## src/rtl/io_uart_pkg.sv

```systemverilog
// io_uart_pkg: register offsets, STAT/CTRL bit positions and FSM states for io_uart_tx
package io_uart_pkg;
   localparam logic [2:0] OFF_DATA = 3'd0;
   localparam logic [2:0] OFF_STAT = 3'd1;
   localparam logic [2:0] OFF_CTRL = 3'd2;
   localparam logic [2:0] OFF_DIVL = 3'd3;
   localparam logic [2:0] OFF_DIVH = 3'd4;
   localparam int STAT_FULL   = 0;
   localparam int STAT_EMPTY  = 1;
   localparam int STAT_BUSY   = 2;
   localparam int STAT_OVF    = 3;
   localparam int CTRL_EN     = 0;
   localparam int CTRL_IRQ_EN = 1;
   typedef enum logic [1:0] {ST_IDLE, ST_START, ST_DATA, ST_STOP} state_t;
endpackage

```

## src/rtl/io_fifo.sv

```systemverilog
// io_fifo: synchronous FIFO; a push while full is taken only if a pop happens in the same cycle
// clk/reset (sync, active-low); push/wr_data write side; pop/rd_data read side (rd_data shows the head);
// full/empty status flags
module io_fifo #(
   parameter int WIDTH = 8,
   parameter int DEPTH = 4
) (
   input  logic             clk,
   input  logic             reset,
   input  logic             push,
   input  logic [WIDTH-1:0] wr_data,
   input  logic             pop,
   output logic [WIDTH-1:0] rd_data,
   output logic             full,
   output logic             empty
);
   localparam int AW = $clog2(DEPTH);
   logic [WIDTH-1:0] mem [DEPTH];
   logic [AW-1:0] wr_ptr, rd_ptr;
   logic [AW:0] count;
   logic do_push, do_pop;
   assign full    = count == (AW+1)'(DEPTH);
   assign empty   = count == '0;
   assign do_pop  = pop & ~empty;
   assign do_push = push & (~full | do_pop);
   assign rd_data = mem[rd_ptr];
   always_ff @(posedge clk)
      if (!reset) begin
         wr_ptr <= '0;
         rd_ptr <= '0;
         count  <= '0;
      end else begin
         if (do_push) wr_ptr <= wr_ptr + 1'b1;
         if (do_pop) rd_ptr <= rd_ptr + 1'b1;
         count <= count + (AW+1)'(do_push) - (AW+1)'(do_pop);
      end
   always_ff @(posedge clk)
      if (do_push) mem[wr_ptr] <= wr_data;
endmodule

```

## src/rtl/io_uart_tx.sv

```systemverilog
// io_uart_tx: 8N1 UART transmitter on the 5-bit {bank, offset} I/O register bus
// clk, reset (sync, active-low); pause holds io_readdata; io_readaddr -> io_readdata (1-cycle registered read);
// io_writeaddr/io_writedata/io_write_en register writes; irq level interrupt when drained; tx serial out, idle high
module io_uart_tx
   import io_uart_pkg::*;
#(
   parameter logic [1:0]  BANK       = 2'd0,
   parameter int          FIFO_DEPTH = 4,
   parameter logic [15:0] DIV_RESET  = 16'd433
) (
   input  logic       clk,
   input  logic       reset,
   input  logic       pause,
   input  logic [4:0] io_readaddr,
   output logic [7:0] io_readdata,
   input  logic [4:0] io_writeaddr,
   input  logic [7:0] io_writedata,
   input  logic       io_write_en,
   output logic       irq,
   output logic       tx
);
   state_t state, state_n;
   logic enable, irq_en, overflow;
   logic [15:0] div, baud_cnt;
   logic [2:0] bit_cnt, woff;
   logic [7:0] shreg, head, rd_val;
   logic wr, push, pop, full, empty, tick;
   assign wr   = io_write_en && io_writeaddr[4:3] == BANK;
   assign woff = io_writeaddr[2:0];
   assign push = wr && woff == OFF_DATA;
   // baud_cnt counts down from the divisor latched at each bit start; zero marks the last clock of a bit
   assign tick = baud_cnt == '0;
   assign tx   = state == ST_START ? 1'b0 : state == ST_DATA ? shreg[0] : 1'b1;
   assign irq  = irq_en & empty & (state == ST_IDLE);
   io_fifo #(.WIDTH(8), .DEPTH(FIFO_DEPTH)) u_fifo (
      .clk(clk),
      .reset(reset),
      .push(push),
      .wr_data(io_writedata),
      .pop(pop),
      .rd_data(head),
      .full(full),
      .empty(empty)
   );
   always_comb begin
      state_n = state;
      pop = 1'b0;
      case (state)
         ST_IDLE:  if (enable && !empty) begin
            pop = 1'b1;
            state_n = ST_START;
         end
         ST_START: if (tick) state_n = ST_DATA;
         ST_DATA:  if (tick && bit_cnt == 3'd7) state_n = ST_STOP;
         ST_STOP:  if (tick) begin
            pop = enable & ~empty;
            state_n = pop ? ST_START : ST_IDLE;
         end
         default:  state_n = ST_IDLE;
      endcase
   end
   always_ff @(posedge clk)
      state <= !reset ? ST_IDLE : state_n;
   always_ff @(posedge clk)
      if (!reset) begin
         baud_cnt <= '0;
         bit_cnt  <= '0;
         shreg    <= '0;
      end else if (pop) begin
         shreg    <= head;
         baud_cnt <= div;
         bit_cnt  <= '0;
      end else if (state != ST_IDLE) begin
         baud_cnt <= tick ? div : baud_cnt - 1'b1;
         if (tick && state == ST_DATA) begin
            shreg   <= shreg >> 1;
            bit_cnt <= bit_cnt + 1'b1;
         end
      end
   always_ff @(posedge clk)
      if (!reset) begin
         enable   <= 1'b0;
         irq_en   <= 1'b0;
         div      <= DIV_RESET;
         overflow <= 1'b0;
      end else begin
         if (wr && woff == OFF_CTRL) begin
            enable <= io_writedata[CTRL_EN];
            irq_en <= io_writedata[CTRL_IRQ_EN];
         end
         if (wr && woff == OFF_DIVL) div[7:0] <= io_writedata;
         if (wr && woff == OFF_DIVH) div[15:8] <= io_writedata;
         if (wr && woff == OFF_STAT) overflow <= 1'b0;
         else if (push && full && !pop) overflow <= 1'b1;
      end
   always_comb begin
      rd_val = '0;
      if (io_readaddr[4:3] == BANK)
         case (io_readaddr[2:0])
            OFF_STAT: begin
               rd_val[STAT_FULL]  = full;
               rd_val[STAT_EMPTY] = empty;
               rd_val[STAT_BUSY]  = state != ST_IDLE;
               rd_val[STAT_OVF]   = overflow;
            end
            OFF_CTRL: begin
               rd_val[CTRL_EN]     = enable;
               rd_val[CTRL_IRQ_EN] = irq_en;
            end
            OFF_DIVL: rd_val = div[7:0];
            OFF_DIVH: rd_val = div[15:8];
            default:  rd_val = '0;
         endcase
   end
   always_ff @(posedge clk)
      if (!reset) io_readdata <= '0;
      else if (!pause) io_readdata <= rd_val;
endmodule

```

## config.mk

```make
export PLATFORM = sky130hd
export DESIGN_NAME = io_uart_tx
export DESIGN_NICKNAME = d
export VERILOG_FILES = /design/src/rtl/io_uart_pkg.sv /design/src/rtl/io_fifo.sv /design/src/rtl/io_uart_tx.sv
export SDC_FILE = /design/constraint.sdc
export NUM_CORES = 1
export LEC_CHECK = 0
export BUFFER_PORTS_ARGS = -buffer_cell sky130_fd_sc_hd__buf_2
export CORE_MARGIN = 3
export CORE_UTILIZATION = 60
export DETAILED_ROUTE_END_ITERATION = 10
export PLACE_DENSITY = 0.84
export SLEW_MARGIN = 20
export SYNTH_ARGS = -nofsm -noshare
export SYNTH_HDL_FRONTEND = slang
export SYNTH_SLANG_ARGS = --single-unit
```

## constraint.sdc

```tcl
create_clock -name clk -period 8.16 [get_ports clk]
set_input_delay 0.816 -clock clk [delete_from_list [all_inputs] [get_ports clk]]
set_output_delay 0.816 -clock clk [all_outputs]
set_load 0.01 [all_outputs]
```

After elaboration in Yosys (flattened, before gate mapping)
Memory sizes are Yosys's and may differ from the RTL's. A register that Yosys moved wholly into a read port is not among the register bits.
Index checks and enable logic that the tools add are counted.
- add/subtract/negate cells: 6
- muxes and demuxes: 25
- reduce and logical (&&, ||, !) cells: 27
- eq/ne operators: 17
- bitwise logic cells: 9
- operators with widths (cell ; count):
    16-bit two-way mux ; 3
    8-bit two-way mux ; 4
    16-bit zero test ; 1
    2-bit one-hot mux with 4 select lines ; 2
    16-bit by 1-bit subtractor with 16-bit output (second input constant) ; 1
    3-bit by 2-bit == test with 1-bit output (second input constant) ; 4
    3-bit == test (second input constant) ; 4
    2-bit two-way mux ; 6
    1-bit logical AND ; 11
    4-bit one-hot mux with 2 select lines ; 1
    1-bit two-way mux ; 7
    3-bit by 1-bit == test with 1-bit output (second input constant) ; 2
    2-bit zero test ; 3
    3-bit zero test ; 2
    2-bit != test (second input constant) ; 3
    2-bit one-hot mux with 3 select lines ; 1
    2-bit nonzero test ; 3
    1-bit AND ; 5
    2-bit by 1-bit adder with 2-bit output (second input constant) ; 2
    2-bit == test (second input constant) ; 2
    2-bit AND reduction ; 2
    4-bit AND reduction ; 1
    2-bit OR reduction ; 2
    3-bit by 1-bit adder with 3-bit output ; 1
    8 further kinds ; 11
- input port bits: 22
- memories kept: 1
- logic and storage cells: 98
- bits in registers: 63
- memory bits (writable): 32
- memories (memory ; words ; bits a word ; rd ports ; clocked after Yosys merged registers in ; write ports ; line ; text):
    u_fifo.mem ; 4 ; 8 ; 1 ; 1 ; 1 ; io_fifo.sv:18 ; logic [WIDTH-1:0] mem [DEPTH];

Logic depth before layout (Yosys ltp)
- depth after elaboration: 10
- gate-level depth with buffers: 12
- depth with buffers taken out: 11

Modules after synthesis
A second synthesis with hierarchy kept.
- cells, all modules: 417
- area total of the unflattened synthesis: 4606.9 um2
- by module, submodules not included (module ; sequential area each (um2) ; area each (um2) ; cells an instance ; instances):
    io_uart_tx ; 1121.1 ; 2976.6 ; 328 ; 1
    io_fifo ; 1141.1 ; 1630.3 ; 89 ; 1

Least setup slack after synthesis
No wires, ideal clock.
- path type: input to register
- from: input port io_writeaddr[4]
- to: register u_fifo.count[1]
- cell stages on the path: 7
- path buffers: 0
- arrival time: 2.648 ns
- slack: 5.397 ns
- setup time: 0.115 ns
- cells stage by stage: nor4b_1 nor2b_1 o21ai_0 nor3_2 ha_1 fa_1 and2_1
- longest elaborated chain between the ends: 6
- RTL lines (what ; line ; text):
    from (decl) ; io_uart_tx.sv:16 ; input logic [4:0] io_writeaddr,
    2-bit zero test ; io_uart_tx.sv:28 ; assign wr = io_write_en && io_writeaddr[4:3] == BANK;
    1-bit logical AND ; io_uart_tx.sv:28 ;
    1-bit logical AND ; io_uart_tx.sv:30 ; assign push = wr && woff == OFF_DATA;
    1-bit AND ; io_fifo.sv:25 ; assign do_push = push & (~full | do_pop);
    net u_fifo.do_push ; io_fifo.sv:21 ; logic do_push, do_pop;
    3-bit by 1-bit adder with 3-bit output ; io_fifo.sv:35 ; count <= count + (AW+1)'(do_push) - (AW+1)'(do_pop);
    3-bit by 1-bit subtractor with 3-bit output ; io_fifo.sv:35 ;
    to (signal assigned) ; io_fifo.sv:35 ;
    to (decl) ; io_fifo.sv:20 ; logic [AW:0] count;
The timed path passes the listed nets, and every way through them passes these cells.
A chain may end at the register's enable or synchronous reset.

Final worst setup path
- from: register state[0]
- to: register u_fifo.count[2]
- longest elaborated chain between the ends: 7
- RTL lines (what ; line ; text):
    from (decl) ; io_uart_tx.sv:22 ; state_t state, state_n;
    from (signal assigned) ; io_uart_tx.sv:63 ; state <= !reset ? ST_IDLE : state_n;
    2-bit == test / 2-bit zero test (equally long branches) ; io_uart_tx.sv:48 ; case (state)
    1-bit one-hot mux with 2 select lines * ; io_uart_tx.sv:48 ;
    1-bit AND * ; io_fifo.sv:24 ; assign do_pop = pop & ~empty;
    1-bit bitwise OR ; io_fifo.sv:25 ;
    1-bit AND ; io_fifo.sv:25 ;
    3-bit by 1-bit adder with 3-bit output ; io_fifo.sv:35 ;
    3-bit by 1-bit subtractor with 3-bit output * ; io_fifo.sv:35 ;
Every way passes the cells marked *; elsewhere a longest branch is shown, timed or not.

==> results.py <==
metrics = {
    "pwr": {
        "report.power.total_mw": 1.66,
        "p_leak_nw": 1.91,
        "vdd_drop_max_mv": 0.274,
        "swShare": 0.422,
        "p_int_uw": 960,
        "seqPwrFrac": 0.340,
        "pwr-share-comb": 0.469,
        "powerDensity_mw_per_mm2": 337,
        "power_switching_uw": 700,
        "clkPwrFrac": 0.191,
    },
    "detailed_routing": {
        "dr.pass1.iters": 5,
        "ant_nets": 0,
        "routed-via-count": 3501,
        "routed_wirelength_mm": 10.4,
        "drc": 0,
        "initialDrtViolationCount": 427,
        "vias_per_cell": 6.32,
        "routedWlPerCell_um": 18.8,
    },
    "clock_network": {
        "ctsLongestPathBuffers": 2,
        "cts.sinks": 97,
        "post_cts_buffers": 0,
        "hold_buffers": 0,
        "cts_resized": 0,
        "cts_root_buf": "clkbuf_8",
        "clk_pin_slew_worst_paths_ps": 100,
        "numCtsBuffers": 9,
        "cts_tree": "built",
        "cts.htree.levels": 3,
        "worstSkewPairLatency_ps": 350,
    },
    "placement": {
        "io_buffers": 31,
        "dp_slack_ps": 4900,
        "dpl_cell_area_mm2": 0.00472,
        "dp_hpwl_mm": 7.28,
        "gp_congestion": 0.930,
    },
    "yosys": {
        "ys_types": 60,
        "synthesis.nets": 463,
        "synth_warnings": 0,
        "async_flop_share": 0,
        "synth-seq-cells": 97,
        "ys.flop_type": "dfxtp_1",
        "yosysTopAreaCell": "dfxtp_1",
        "yosysSeqAreaShare": 0.500,
        "synth_area_leaders": "dfxtp_1 29%, edfxtp_1 21%, mux2i_1 8.0%, mux4_2 4.0%, ha_1 3.6%",
        "postSynthCellCount": 427,
        "synth_commonest_cells": "65 x dfxtp_1, 39 x nor2_1, 36 x mux2i_1",
        "synth_edf_count": 32,
        "synth_top_area_frac": 0.288,
        "yosysMostFrequentCell": "dfxtp_1",
        "synth_area_mm2": 0.00452,
        "syn_area_per_cell_um2": 10.6,
    },
    "grt": {
        "grt_pass1_vias": 3252,
        "grt_overflow": 0,
        "antenna_found_initial": 0,
        "grt_util_all_layers": 0.250,
        "grt_max_degree": 37,
        "grt_pass1_wl_mm": 16.7,
    },
    "sta": {
        "finalSetupTns_ps": 0,
        "finalHoldViolations": 0,
        "rsz0062_at_grt": "false",
        "slew_headroom": 0.265,
        "setup_viol": 0,
        "period_needed_ps": 3130,
        "fmax_mhz": 320,
        "finalClockSkew_ps": 10.9,
        "drv_slew": 0,
        "period_share": 0.383,
        "tightest_slew_ps": 1100,
        "fin_ws_ps": 5030,
    },
    "setup_path": {
        "worstSetupPathType": "reg -> reg",
        "required_ps": 8380,
        "startpoint_type": "register",
        "cp.arrival_ps": 3350,
        "cp-end-kind": "register",
        "critPathMaxFanout": 23,
    },
    "die": {
        "ios": 32,
        "chipHeight_um": 92.8,
        "rows": 31,
        "coreArea_mm2": 0.00729,
        "die_x_um": 92.8,
        "die-area_mm2": 0.00862,
        "initial_core_util": 0.620,
    },
    "outcome": {
        "status": "finished, final reports clean",
    },
    "run": {
        "maxCapViolCount": 0,
    },
    "finish": {
        "n_antenna_cell": 0,
        "syn_to_final_growth_pct": 9.02,
        "finalInstanceArea_mm2": 0.00493,
        "nets": 486,
        "drive_above_1_share": 0.158,
    },
    "worst_hold_path": {
        "min_path_type": "reg -> reg",
    },
}
-- cells in the final DEF, fill, tap and decap left out, drive strengths merged, types with 4 or more instances in the layout --
cell type / count
nand2: 34
a21oi: 27
nor3: 16
nand3: 4
o22ai: 8
and2: 6
ha: 13
nor4b: 4
clkbuf: 9
edfxtp: 32
mux2i: 36
a31oi: 6
clkinv: 4
nor4: 6
nor2: 39
inv: 18
dfxtp: 65
or3: 5
a32o: 5
xnor2: 4
o21ai: 19
a22oi: 7
buf: 32
mux4: 8
or4: 4
-- logic make-up (layout without fill, tap and decap cells) --
kind of cell / Yosys count / in the layout / synth area share
adders and majority gates: 14 / 14 / 0.0404
AOI/OAI and AO/OA: 91 / 91 / 0.131
and+or+nand+nor: 139 / 139 / 0.164
DFF: 97 / 97 / 0.500
buffers and inverters: 36 / 64 / 0.0324
muxes: 46 / 46 / 0.124
xor gates and xnor gates: 4 / 4 / 0.00774
-- path summary, 6_finish.rpt --
check                         startpoint                           to  slack, ps  cells past startpoint
max                state[0]$_SDFFE_PN0P_   u_fifo.count[2]$_SDFF_PN0_       5030                     12
min          io_readdata[2]$_SDFFE_PN0N_  io_readdata[2]$_SDFFE_PN0N_        470                      2
max reg2reg        state[0]$_SDFFE_PN0P_   u_fifo.count[2]$_SDFF_PN0_       5030                     12
min reg2reg  io_readdata[2]$_SDFFE_PN0N_  io_readdata[2]$_SDFFE_PN0N_        470                      2
-- sequential cells by signal, indices dropped and copies added (netlist names), named ones only --
signal / flops
u_fifo.mem: 32
u_fifo.wr_ptr: 2
div: 16
state: 2
io_readdata: 8
irq_en: 1
enable: 1
u_fifo.count: 3
u_fifo.rd_ptr: 2
shreg: 8
overflow: 1
bit_cnt: 3
baud_cnt: 16
-- area by class of cell --
class | count | area, um2
sequential | 97 | 2260
timing repair buffer | 32 | 163
inverter | 16 | 60.1
multi-input combinational | 294 | 2120
tap | 99 | 124
fill | 547 | 2360
clock buffer | 9 | 124
clock inverter | 7 | 77.6
-- per-stage QoR --
stage               hold WS [ps]  std cells   util
floorplan                    459        427      -
CTS                          475        554  0.675
detailed placement           460        538  0.648
global route                 488        554  0.676
finish                       472        554  0.676
global placement             449        538  0.648
-- power groups by stage --
| stage | sequential (mW) | clock (mW) | combinational, mW |
|---|---|---|---|
| 5_1_grt | 0.569 | 0.338 | 0.851 |
| 2_1_floorplan | 0.563 | 0 | 0.626 |
| 3_3_place_gp | 0.570 | 0 | 0.742 |
| 4_1_cts | 0.562 | 0.323 | 0.756 |
| 6_report | 0.564 | 0.318 | 0.778 |
| 3_5_place_dp | 0.574 | 0 | 0.753 |
-- layer usage --
metal	share of wire	track usage	vias up
met5	0	0	-
met4	0.017	0.0952	0
met3	0.068	0.0422	15
met2	0.47	0.387	135
met1	0.44	0.352	1722
li1	-	-	1629
-- worst max-delay path, stage by stage (launching register included) --
cell and delay [ps]:
dfxtp_1 360, inv_1 140, ha_1 510, inv_1 170, nor3_2 530, a31oi_1 110, buf_4 240, nand2_1 90
nand2_1 60, ha_1 190, fa_1 380, xnor2_1 170, nor2_1 50
Power figures use the tool's default switching activity.
